==> config.mk <==
export PLATFORM = sky130hd
export DESIGN_NAME = mcdf_arbiter_n
export DESIGN_NICKNAME = d
export VERILOG_FILES = /design/src/rtl/mcdf_arbiter_n.sv
export SDC_FILE = /design/constraint.sdc
export NUM_CORES = 1
export LEC_CHECK = 0
export ABC_AREA = 1
export CAP_MARGIN = 10
export CORE_UTILIZATION = 33
export DETAILED_ROUTE_END_ITERATION = 8
export PLACE_DENSITY = 0.94
export SETUP_SLACK_MARGIN = 0.3
export SYNTH_ARGS = -nofsm -noshare
export SYNTH_HDL_FRONTEND = slang
export SYNTH_SLANG_ARGS = --single-unit
==> constraint.sdc <==
create_clock -name clk_i -period 3 [get_ports clk_i]
set_input_delay 0.9 -clock clk_i [delete_from_list [all_inputs] [get_ports clk_i]]
set_output_delay 0.9 -clock clk_i [all_outputs]
set_load 0.05 [all_outputs]
==> src/rtl/mcdf_arbiter_n.sv <==
// mcdf_arbiter_n: picks one of CH_NUM slave channels by priority (0 = highest),
// latches its id and packet-length code, then streams that channel's beats to
// the formatter until the packet length has been acknowledged.
// Optional build macro MCDF_ARB_RR_EN: equal-priority ties rotate round-robin
// starting after the last granted channel; without it ties go to the lowest
// index and no pointer register exists.
module mcdf_arbiter_n #(
  parameter int CH_NUM = 4,
  parameter int DW     = 32,
  parameter int PRIO_W = 2,
  parameter int LEN_W  = 3
) (
  input  logic                     clk_i,
  input  logic                     rstn_i,
  input  logic [CH_NUM*PRIO_W-1:0] slv_prio_i,
  input  logic [CH_NUM*LEN_W-1:0]  slv_pkglen_i,
  input  logic [CH_NUM*DW-1:0]     slv_data_i,
  input  logic [CH_NUM-1:0]        slv_req_i,
  input  logic [CH_NUM-1:0]        slv_val_i,
  input  logic                     f2a_id_req_i,
  input  logic                     f2a_ack_i,
  output logic [CH_NUM-1:0]        a2s_ack_o,
  output logic                     a2f_val_o,
  output logic [(($clog2(CH_NUM) > 1) ? $clog2(CH_NUM) : 1)-1:0] a2f_id_o,
  output logic [DW-1:0]            a2f_data_o,
  output logic [LEN_W-1:0]         a2f_pkglen_sel_o
);

  localparam int ID_W = ($clog2(CH_NUM) > 1) ? $clog2(CH_NUM) : 1;

  typedef enum logic [1:0] {IDLE, GRANT, XFER} state_e;

  state_e           state_q, state_d;
  logic [ID_W-1:0]  id_q, id_d;
  logic [LEN_W-1:0] len_q, len_d;
  logic [5:0]       cnt_q, cnt_d;
  logic [ID_W-1:0]  win_id;
  logic [LEN_W-1:0] win_len;
  logic             beat;

`ifdef MCDF_ARB_RR_EN
  logic [ID_W-1:0]  ptr_q, ptr_d;
`endif

  // Index of the final beat for a length code (codes above 3 saturate to 32 beats).
  function automatic logic [5:0] last_beat_idx(input logic [LEN_W-1:0] code);
    case (int'(code))
      0:       return 6'd3;
      1:       return 6'd7;
      2:       return 6'd15;
      default: return 6'd31;
    endcase
  endfunction

  // Priority search: scan channels in tie-break order, keep strictly better priorities only.
  always_comb begin
    int                idx;
    logic              found;
    logic [PRIO_W-1:0] best;
    idx    = 0;
    found  = 1'b0;
    best   = '1;
    win_id = '0;
    for (int j = 0; j < CH_NUM; j++) begin
`ifdef MCDF_ARB_RR_EN
      idx = int'(ptr_q) + 1 + j;
      if (idx >= CH_NUM) idx = idx - CH_NUM;
`else
      idx = j;
`endif
      if (slv_req_i[idx] && (!found || (slv_prio_i[idx*PRIO_W +: PRIO_W] < best))) begin
        found  = 1'b1;
        best   = slv_prio_i[idx*PRIO_W +: PRIO_W];
        win_id = ID_W'(idx);
      end
    end
  end

  assign win_len = slv_pkglen_i[win_id*LEN_W +: LEN_W];

  // Beat datapath: only the granted channel is visible, and only while transferring.
  always_comb begin
    a2f_val_o  = 1'b0;
    a2f_data_o = '0;
    a2s_ack_o  = '0;
    if (state_q == XFER) begin
      a2f_val_o       = slv_val_i[id_q];
      a2f_data_o      = slv_data_i[id_q*DW +: DW];
      a2s_ack_o[id_q] = f2a_ack_i & slv_val_i[id_q];
    end
  end

  assign beat = a2f_val_o & f2a_ack_i;

  // Next-state logic: grant in IDLE, one dead cycle in GRANT, count beats in XFER.
  always_comb begin
    state_d = state_q;
    id_d    = id_q;
    len_d   = len_q;
    cnt_d   = cnt_q;
`ifdef MCDF_ARB_RR_EN
    ptr_d   = ptr_q;
`endif
    case (state_q)
      IDLE: begin
        if (f2a_id_req_i && (|slv_req_i)) begin
          state_d = GRANT;
          id_d    = win_id;
          len_d   = win_len;
          cnt_d   = '0;
        end
      end
      GRANT: state_d = XFER;
      XFER: begin
        if (beat) begin
          if (cnt_q == last_beat_idx(len_q)) begin
            state_d = IDLE;
`ifdef MCDF_ARB_RR_EN
            ptr_d   = id_q;
`endif
          end else begin
            cnt_d = cnt_q + 6'd1;
          end
        end
      end
      default: state_d = IDLE;
    endcase
  end

  // State and grant registers; reset abandons any packet in flight.
  always_ff @(posedge clk_i or negedge rstn_i) begin
    if (!rstn_i) begin
      state_q <= IDLE;
      id_q    <= '0;
      len_q   <= '0;
      cnt_q   <= '0;
`ifdef MCDF_ARB_RR_EN
      ptr_q   <= ID_W'(CH_NUM - 1);
`endif
    end else begin
      state_q <= state_d;
      id_q    <= id_d;
      len_q   <= len_d;
      cnt_q   <= cnt_d;
`ifdef MCDF_ARB_RR_EN
      ptr_q   <= ptr_d;
`endif
    end
  end

  assign a2f_id_o         = id_q;
  assign a2f_pkglen_sel_o = len_q;

endmodule

==> impl_results.md, run 1 <==
- Syn_area_per_cell: 6.42 um^2
- Post-Syn Nets: approximately 480
- Post-synthesis xor/xnor area fraction: 0%
- Fraction of registers with async set/reset: 100%
- Largest family of logic cells by synthesized area: simple AND/OR/NAND/NOR gates
- Root Driver: clkbuf_8
- Seq/Total Area, Yosys: between 10% and 20%
- Area fraction in compound gates after synthesis: between 30% and 40%
- Worst EP kind: register input
- Dpl hpwl: between 9000 and 10000 um
- Post-synth cell types: 39
- Clock Tree Buf Depth: 2
- Halt Stage: global routing (5_1_grt)
- Pin count of the biggest net entering global routing: 41
- PortBufs: around 200
- IO Pins: 202
- Post-place setup slack: -0.701 ns
- Critical endpoint after global-route timing repair: a2f_pkglen_sel_o[2]$_DFFE_PN0P_/D
- CTS buffer count: 3
- Status: did not finish
- Yosys Warn Count: 0
- Cells after Synth: around 320
- Initial Util: between 30% and 40%
- Adder-Cell Fraction of Synth Area: roughly 1.9%
- Post-synth top flop: dfrtp_1
- Tool error: [ERROR DPL-0038] Utilization greater than 100%, impossible to legalize
- H-tree depth: 1
- Row count: 28
- FF+latch count, synth: 13
- Post-synthesis simple-gate area fraction: around two fifths
- Width of the die: 80.3 um
- EDFF count, synth: 0
- Global placement routability congestion: about 0.90
- Synthesized area: a little over 0.002 mm^2
- Die Height: between 80 and 90 um
- Cell Area, Placed: ~0.0051 mm^2
- Post-synthesis mux area share: 0%
- Clock Sinks: 13
-- through the flow --
stage / hold WS, ns / instances
4_1_cts: 0.507 / 596
2_1_floorplan: 0.472 / 315
3_5_place_dp: 0.492 / 584
3_3_place_gp: 0.494 / 584
-- synthesized netlist by cell type, types with 2 or more instances --
library cell	count	area, um^2
nand3_2	4	40.0
ha_1	3	37.5
nand3b_1	3	22.5
buf_1	9	33.8
dfrtp_1	13	325
a21boi_2	2	22.5
clkbuf_1	13	48.8
o21ai_0	4	20.0
nor2_1	12	45.0
nand3_1	76	380
nor3_1	3	15.0
nand2_2	9	56.3
nand2_4	3	33.8
nor2_4	2	22.5
inv_1	23	86.3
o21ai_1	4	20.0
inv_2	4	15.0
a22oi_1	32	240
a31oi_1	32	200
nand2_1	41	154
a21oi_1	5	25.0
-- cells by family after synthesis --
family                     after synthesis
DFF                                     13
AOI/OAI and AO/OA                       89
adders and majority gates                3
and+or+nand+nor                        158
buffers and inverters                   52
-- what timing repair did --
| action | CTS |
|---|---|
| pin swaps | 90 |
| buffers inserted | 8 |
| setup endpoints to repair | 45 |
| hold buffers | 0 |
| resized for setup | 277 |
==> run 2, diff against run 1 <==
PLACE_DENSITY = not set   (was 0.94)
PLACE_DENSITY_LB_ADDON = 0.15   (was not set)
SETUP_SLACK_MARGIN = not set   (was 0.3)
==> run 2 against run 1 <==
Net effect: the flow now finishes, with violations (negative setup slack); synthesized area unchanged; synthesized cell count unchanged.
==> impl_results.md, run 2 <==
- FF+latch count, synth: 13
- Yosys Warn Count: 0
- Synth area leader: nand3_1
- Vias in the first global route: between 3000 and 4000
- Gr usage total: about 30%
- Final worst slack: -0.0179 ns
- Hold Crit Class: reg2reg
- H-tree depth: 1
- Power Dens Cells: between 1000 and 1500 mW/mm^2
- First-pass GRT wire length: approximately 15000 um
- FMAX: 0.331 GHz
- Final Non-Filler Cells: between 600 and 700
- Max Cap Violations: 0
- Antenna-violating nets left: 0
- EDFF count, synth: 0
- Cells after Synth: 315
- Clock-pin slew on the worst setup and hold paths: about 0.060 ns
- Area grow syn2layout: 145%
- Final wirelength: 11000 um
- Top reg by flops: cnt_q
- Crit path kind: in2reg
- Skew-Pair Late Insertion Delay: 0.25 ns
- Row count: 28
- Syn_area_per_cell: between 6 and 7 um^2
- DR DRC count: 0
- Seq/Total Area, Yosys: between 15 and 20%
- Core Region: slightly below 0.006 mm^2
- CTS buffer count: 3
- Max reg flops: 6
- Root Driver: clkbuf_8
- PortBufs: 201
- WP data required: 3.18 ns
- DR WL/cell: 18.2 um
- Fin. Hold Viols: 0
- Drt pass-1 iters: 5
- Post-synth top flop: dfrtp_1
- DR vias/cell: roughly 5.7
- Critical Path Start Type: primary input
- Worst VDD drop: 1190 uV
- Count leader, synth: nand3_1
- Ranking of synthesized cells by area: nand3_1 (19%), dfrtp_1 (16%), a22oi_1 (12%)
- Commonest non-fill, non-tap cell in the layout: clkdlybuf4s50_1
- IO Pins: around 200
- Nets: slightly below 700
- GR Overflow Total: 0
- Placed insts: 587
- Relative slew margins: between 60 and 70%
- Post-Syn Nets: about 480
- Worst Tran Pin Value: between 0.5 and 0.6 ns
- Global placement routability congestion: 0.805
- Width of the die: approximately 80 um
- Initial antenna violation count: 1
- Clock Sinks: 13
- Status: finished with violations
- Pin count of the biggest net entering global routing: 51
- Min cycle time layout: slightly above 3 ns
- Setup violators final: 2
- Die area: ~0.0064 mm^2
- Post-layout util: between 80% and 90%
- CTS tree: yes
- Synth cell count leaders: nand3_1 (76), nand2_1 (41), a22oi_1 (32), a31oi_1 (32), inv_1 (23)
- Dpl hpwl: roughly 8100 um
- Initial Util: between 30% and 40%
- CP arrival: around 3.2 ns
- Fraction of registers with async set/reset: between 90% and 100%
- Setup TNS Final: -0.0311 ns
- Filler Cell Count: about 350
- Failing checks: negative setup slack
- Initial DRC count: 170
- Slew Viols, Final: 0
- Area share of the largest cell type after synthesis: a little under a fifth
- Crit Path Max Fanout: 8
- Die Height: ~80 um
- Share of layout cells above drive strength 1: 27.2%
- Final period utilization: 101%
- Via count: 3433
- Leakage power: 2.02 nW
- Synthesized area: roughly 0.002 mm^2
- Clock Tree Buf Depth: 2
- Nature of the critical path endpoint: flop
- Most frequent cells in the layout: clkdlybuf4s50_1 (151), nand3_1 (74), buf_12 (41), nand2_1 (34), a22oi_1 (32)
- Total design power: around 6.5 mW
- Post-synth cell types: 39
- Clock Skews: between 0.002 and 0.003 ns
run 2: worst paths after layout:
check,start,endpoint,slack [ns],depth (start not counted)
max reg2reg,a2f_id_o[0],cnt_q[5],0.55,13
min reg2reg,cnt_q[0],cnt_q[0],0.52,1
min in group asynchronous,rstn_i,a2f_pkglen_sel_o[2],1.02,1
max in group asynchronous,rstn_i,a2f_id_o[0],1.58,1
min,cnt_q[0],cnt_q[0],0.52,1
max,slv_req_i[1],a2f_pkglen_sel_o[0],-0.02,21
run 2: cells by family (layout without fill, tap and decap cells):
| group | count (synthesis) | after routing | share of synthesized area (%) |
|---|---|---|---|
| adders and majority gates | 3 | 3 | 1.86 |
| buffers and inverters | 52 | 266 | 10.3 |
| and+or+nand+nor | 158 | 158 | 40.5 |
| AOI/OAI and AO/OA | 89 | 89 | 31.3 |
| DFF | 13 | 13 | 16.1 |
| other | 0 | 1 | 0 |
run 2: timing repair:
action | 4_1_cts | 5_1_grt
pin swaps | 24 | 26
endpoints found under the setup margin | 9 | 17
resized for setup | 23 | 33
endpoints found under the hold margin | 0 | 0
hold buffers | 0 | 0
setup buffers | 7 | 6
run 2: per-layer routing:
layer  routed length (um)  vias to the layer above  share of wire, %  track usage [%]
met1                 3890                     1618                35             33.9
li1                     -                     1586                 -                -
met2                 5700                      181                52             55.3
met4                  516                        0               4.7             11.1
met3                  917                       48               8.3             6.93
met5                    0                        -                 0                0
run 2: critical path, stage by stage:
cell,delay [ns]
clkdlybuf4s15_1,0.20
nand2_1,0.07
inv_2,0.07
nand2_2,0.07
o21ai_4,0.17
ha_4,0.22
nand2_2,0.07
nand2_2,0.06
nand2_4,0.07
nand2_4,0.06
nand2_2,0.09
o21ai_2,0.07
ha_1,0.30
nand2_1,0.05
nand2_1,0.08
nand2_2,0.08
nand2_4,0.13
nand2_4,0.08
nor2_2,0.12
nand2_1,0.08
a21boi_2,0.13
run 2: final cells by class:
type / instances / area (um^2) / share of cell area [%]
inverters: 28 / 108 / 2.17
flip-flops and latches: 13 / 328 / 6.62
repair buffers: 234 / 2670 / 54.0
multi-input cells: 250 / 1700 / 34.4
well taps: 75 / 93.8 / 1.89
clock buffers: 4 / 45.0 / 0.909
diodes: 1 / 2.50 / 0.0505
run 2: where the power goes:
| group | internal (mW) | switching (mW) | total [mW] | leakage, nW |
|---|---|---|---|---|
| combinational | 2.62 | 3.37 | 5.98 | 1.84 |
| clock | 0.0940 | 0.0664 | 0.160 | 0.0228 |
| sequential | 0.262 | 0.0987 | 0.360 | 0.154 |
| total | 2.97 | 3.53 | 6.50 | 2.02 |
run 2: metrics by stage:
step	worst slack [ns]	cell area (um^2)	hold slack, ns
6_report	-0.0179	4950	0.519
5_1_grt	-0.237	4950	0.541
4_1_cts	0.000784	4830	0.506
3_5_place_dp	-0.717	4710	0.495
3_3_place_gp	-0.519	4710	0.494
2_1_floorplan	-0.0134	2150	0.472
Power figures use the tool's default switching activity.
==> run 3, diff against run 2 <==
CORE_MARGIN = 2   (was not set)
==> run 3 against run 2 <==
Net effect: the run now ends clean; critical path depth up 1; core utilization down 0.61 points; combinational power about the same; first-iteration DRC count up 27%; sequential share of layout area about the same; clock skew down 0.0016 ns; global-route usage up 0.95 points; critical path type unchanged.
==> impl_results.md, run 3 (same netlist as run 2, synthesis figures left out) <==
- Area grow syn2layout: 143%
- Clock Sinks: 13
- CP arrival: roughly 3.2 ns
- Root Driver: clkbuf_8
- Antenna-violating nets left: 0
- Met2 Usage GRT: around 57%
- Switch share: roughly 55%
- Top reg by flops: cnt_q
- Clock Skews: 0.00113 ns
- PortBufs: roughly 200
- Ant. Diodes: 0
- Share of power burned in registers: about 5.3%
- Total design power: ~6.5 mW
- Status: finished clean
- Setup violators final: 0
- Clock Tree Buf Depth: 2
- Die area: 0.00677 mm^2
- Min cycle time layout: just under 3 ns
- M3 GR Usage: 9.24%
- Share of layout cells above drive strength 1: about 28%
- Final wirelength: 11600 um
- Hold Crit Class: reg2reg
- Most frequent cells in the layout: clkdlybuf4s50_1 (151), nand3_1 (73), buf_12 (39), buf_4 (37), nand2_1 (34)
- Initial antenna violation count: 0
- Switching power: ~3.6 mW
- Initial DRC count: 216
- Skew-Pair Late Insertion Delay: 0.25 ns
- Max reg flops: 6
- DR vias/cell: 5.76
- Slew Viols, Final: 0
- Gate power share: 92.2%
- Gr usage total: between 30% and 40%
- DR DRC count: 0
- Via count: 3497
- Clock-pin slew on the worst setup and hold paths: ~0.060 ns
- Drt pass-1 iters: 5
- Crit Path Max Fanout: 8
- Worst VDD drop: about 1200 uV
- WP data required: 3.18 ns
- Met1 usage: about a third
- Die Height: 82.3 um
- Row count: 28
- Nets: around 700
- Dpl hpwl: 8670 um
- Pin count of the biggest net entering global routing: 32
- Commonest non-fill, non-tap cell in the layout: clkdlybuf4s50_1
- FMAX: roughly 0.34 GHz
- H-tree depth: 1
- Worst Path Buf+Inv: 1
- Worst hold slack: around 0.52 ns
- RSZ-0062 raised after global routing: yes
- Relative slew margins: 57.0%
- CP delay by family, top: simple AND/OR/NAND/NOR gates
- CTS tree: yes
- Nature of the critical path endpoint: flop
- Leakage power: approximately 2.0 nW
- Power Dens Cells: 1320 mW/mm^2
- Vias in the first global route: around 3200
- Final period utilization: 99.1%
- Critical Path Start Type: primary input
- GR Overflow Total: 0
- Fin. Hold Viols: 0
- CTS buffer count: 3
- Slowest cell on crit path: ha_1
- Cts hold-fix bufs: 0
- Width of the die: 82.3 um
- First-pass GRT wire length: 16300 um
- Gr busiest metal: met2
- Crit path kind: in2reg
- Global placement routability congestion: just over 0.8
- Share of total power in the clock network: under 10%
- Initial Util: between 30% and 40%
- CP dominant cell by count: nand2_2
- Core Region: between 0.005 and 0.006 mm^2
- CP cell instances: buf_12, nand2_4, nand2_2, nand2_2, nand2_2, o21ai_2, ha_1, nand2_2, nand2_2, nand2_4, nand2_4, nand2_2, o21ai_2, ha_1, nand2_1, nand2_1, nand2_2, nand2_4, nand2_4, nor2_1, nand2_1, a21boi_2
- CP peak stage delay: 0.27 ns
- Worst Tran Pin Value: roughly 0.64 ns
- Max Cap Violations: 0
- P_int: 2.93 mW
- DR WL/cell: about 19 um
- IO Pins: just over 200
-- run 3: worst reg2reg max path: cells and delay by family (launching register included) --
kind                   cells  cell delay [ns]
buffers and inverters      3             0.60
DFF                        1             0.40
AOI/OAI and AO/OA          4             0.68
and+or+nand+nor            5             0.69
-- run 3: worst paths after layout --
kind / cells after the start / startpoint / to / slack (ns)
max in group asynchronous: 1 / rstn_i / a2f_id_o[1] / 1.53
min in group asynchronous: 1 / rstn_i / cnt_q[3] / 1.04
min reg2reg: 2 / a2f_pkglen_sel_o[2] / a2f_pkglen_sel_o[2] / 0.52
max reg2reg: 12 / state_q[0] / cnt_q[5] / 0.53
min: 2 / a2f_pkglen_sel_o[2] / a2f_pkglen_sel_o[2] / 0.52
max: 22 / slv_req_i[0] / a2f_pkglen_sel_o[1] / 0.03
-- run 3: routing by layer --
layer	share of wire [%]	vias to the layer above
li1	-	1586
met1	35	1664
met2	51	197
met3	9.8	50
met4	4.6	0
met5	0	-
-- run 3: layout make-up --
| class | instances | area (um^2) |
|---|---|---|
| fill | 365 | 1000 |
| multi-input combinational | 250 | 1680 |
| sequential | 13 | 328 |
| clock buffer | 3 | 41.3 |
| tap | 75 | 93.8 |
| clock inverter | 1 | 5.00 |
| timing repair buffer | 237 | 2660 |
| inverter | 28 | 110 |
-- run 3: metrics by stage --
step,TNS [ns],setup WS [ns],cells,area (um^2),util [%]
finish,0,0.0265,607,4920,83.1
detailed placement,-3.42,-0.697,588,4690,79.3
floorplan,-0.0134,-0.0134,315,2150,-
CTS,-0.00549,-0.00549,604,4860,82.1
global placement,-2.47,-0.519,588,4690,79.3
global route,-0.163,-0.0975,607,4920,83.1
-- run 3: what timing repair did --
action / in CTS / in global routing
pin swaps: 28 / 23
gates cloned: 0 / 0
hold endpoints to repair: 0 / 0
resized for setup: 28 / 30
setup endpoints to repair: 11 / 5
buffers inserted: 12 / 3
-- run 3: power groups by stage --
stage               registers [mW]  clock network, mW  logic [mW]
finish                       0.342              0.162        5.98
global route                 0.351              0.172        6.24
CTS                          0.340              0.161        5.95
detailed placement           0.364                  0        5.85
global placement             0.361                  0        5.77
floorplan                    0.423                  0        3.09
==> run 4, diff against run 3 <==
CORE_UTILIZATION = 30   (was 33)
GPL_TIMING_DRIVEN = 0   (was not set)
==> run 4 against run 3 <==
Net effect: hold slack got worse by 0.017 ns; sequential cell count did not move; via count is 4.8% lower; critical path depth fell by 18; sequential share of layout area is 0.62 points higher; die area increased by 9.5%; clock skew rose by 0.0018 ns; critical path type is now in2out; largest cell class unchanged; largest power group unchanged; highest routed layer unchanged.
==> impl_results.md, run 4 (same netlist as run 2, synthesis figures left out) <==
- Max reg flops: 6
- Total design power: 5.13 mW
- Post-layout util: between 70% and 80%
- Root Driver: clkbuf_8
- Power Dens Cells: 1140 mW/mm^2
- Crit path depth: 4
- WP data required: 2.10 ns
- Die Height: between 80 and 90 um
- GR Overflow Total: 0
- Max Cap Violations: 0
- RSZ-0062 raised after global routing: yes
- Row count: 29
- Width of the die: 86.1 um
- Worst Tran Pin Value: around 0.57 ns
- CP cell instances: clkdlybuf4s50_1, nand3_1, a31oi_1, clkdlybuf4s15_2
- Global placement routability congestion: ~0.86
- Setup TNS Final: 0 ns
- DR WL/cell: roughly 17 um
- Leakage power: around 1.8 nW
- Worst VDD drop: 1030 uV
- Hold Crit Class: reg2reg
- Clock-pin slew on the worst setup and hold paths: around 0.050 ns
- Dpl hpwl: a little over 8000 um
- CTS tree: yes
- Antenna-violating nets left: 0
- CP peak stage delay: between 0.4 and 0.5 ns
- CP delay by family, top: buffers and inverters
- DR DRC count: 0
- Initial DRC count: between 100 and 150
- DR vias/cell: around 5.4
- IO Pins: between 200 and 250
- Crit path kind: in2out
- Clock Sinks: 13
- Gr usage total: between 20% and 30%
- Slowest cell on crit path: clkdlybuf4s50_1
- Status: finished clean
- Cts hold-fix bufs: 0
- Commonest non-fill, non-tap cell in the layout: clkdlybuf4s50_1
- Final Non-Filler Cells: between 600 and 700
- Worst hold slack: 0.505 ns
- FF/Latch Area: ~330 um^2
- Min cycle time layout: about 3 ns
- H-tree depth: 1
- Skew-Pair Late Insertion Delay: around 0.25 ns
- Share of layout cells above drive strength 1: between 20% and 30%
- Vias in the first global route: around 3300
- Area of the multi-input gates: around 0.0017 mm^2
- Post-place setup slack: -0.789 ns
- Final wirelength: ~11000 um
- Filler Cell Count: roughly 530
- Clock Tree Buf Depth: 2
- Via count: 3328
- Critical Path Start Type: primary input
- Area grow syn2layout: 123%
- Initial antenna violation count: 1
- Nets: around 700
- PortBufs: between 200 and 250
- Cell Area, Placed: 0.00426 mm^2
- Clock Skews: around 0.0029 ns
- Relative slew margins: approximately three fifths
- Crit Path Max Fanout: 1
- Worst Path Buf+Inv: 2
- Pin count of the biggest net entering global routing: 14
- Final worst slack: roughly 0.037 ns
- Nature of the critical path endpoint: output port
- Drt pass-1 iters: 5
- Fin. Hold Viols: 0
- R2R depth: 13
- CP arrival: between 2 and 2.5 ns
- CTS buffer count: 3
- Initial Util: 31.5%
- Top reg by flops: cnt_q
- FMAX: between 0.3 and 0.4 GHz
- Setup violators final: 0
- Final instance area: 0.00450 mm^2
- WHS Path Cells: 2
- Die area: around 0.0074 mm^2
- Slew Viols, Final: 0
- Most frequent cells in the layout: clkdlybuf4s50_1 (154), nand3_1 (73), nand2_1 (33), a22oi_1 (31), a31oi_1 (25)
- Final period utilization: between 90 and 100%
- Core Region: ~0.0064 mm^2
- First-pass GRT wire length: 15700 um
- Placed insts: between 500 and 600
## run 4: cell count changes in the layout (fill, tap and decap cells not counted), sizes merged
cell | before | now
clkdlybuf4s50 | 151 | 154
clkdlybuf4s15 | 0 | 23
buf | 79 | 38
dlymetal6s2s | 1 | 2
dlygate4sd2 | 4 | 2
clkinv | 1 | 0
clkbuf | 5 | 26
diode | 0 | 1
clkdlybuf4s18 | 0 | 1
## run 4: worst min-delay path, delay by kind of cell (launching register included)
family	cells	cell delay, ns
simple gates	2	0.11
flops	1	0.37
## run 4: worst paths after layout
path,from,to,slack (ns)
setup / recovery,slv_data_i[67],a2f_data_o[3],0.04
hold / removal,a2f_pkglen_sel_o[2],a2f_pkglen_sel_o[2],0.51
setup reg to reg,a2f_id_o[1],cnt_q[5],0.72
hold reg to reg,a2f_pkglen_sel_o[2],a2f_pkglen_sel_o[2],0.51
max in group asynchronous,rstn_i,a2f_id_o[1],1.57
min in group asynchronous,rstn_i,state_q[0],1.02
## run 4: layout make-up
class / instances / area share, %
inverter: 28 / 2.39
tap: 77 / 2.14
sequential: 13 / 7.28
multi-input combinational: 250 / 37.6
clock buffer: 4 / 1.00
timing repair buffer: 218 / 46.8
antenna: 1 / 0.0556
buffer: 24 / 2.75
## run 4: per-layer routing
metal / track usage (%) / wire length, um
met1: 30.8 / 4130
met2: 48.6 / 5400
met3: 4.43 / 838
met4: 7.50 / 206
met5: 0 / 0
## run 4: power breakdown
part	switching, mW	internal [mW]
combinational	3.18	1.46
sequential	0.0574	0.262
clock	0.0645	0.0940
## run 4: what timing repair did
item	in CTS	in global routing
gates resized for setup	194	45
setup buffers	13	4
endpoints found under the setup margin	42	31
pin swaps	20	26
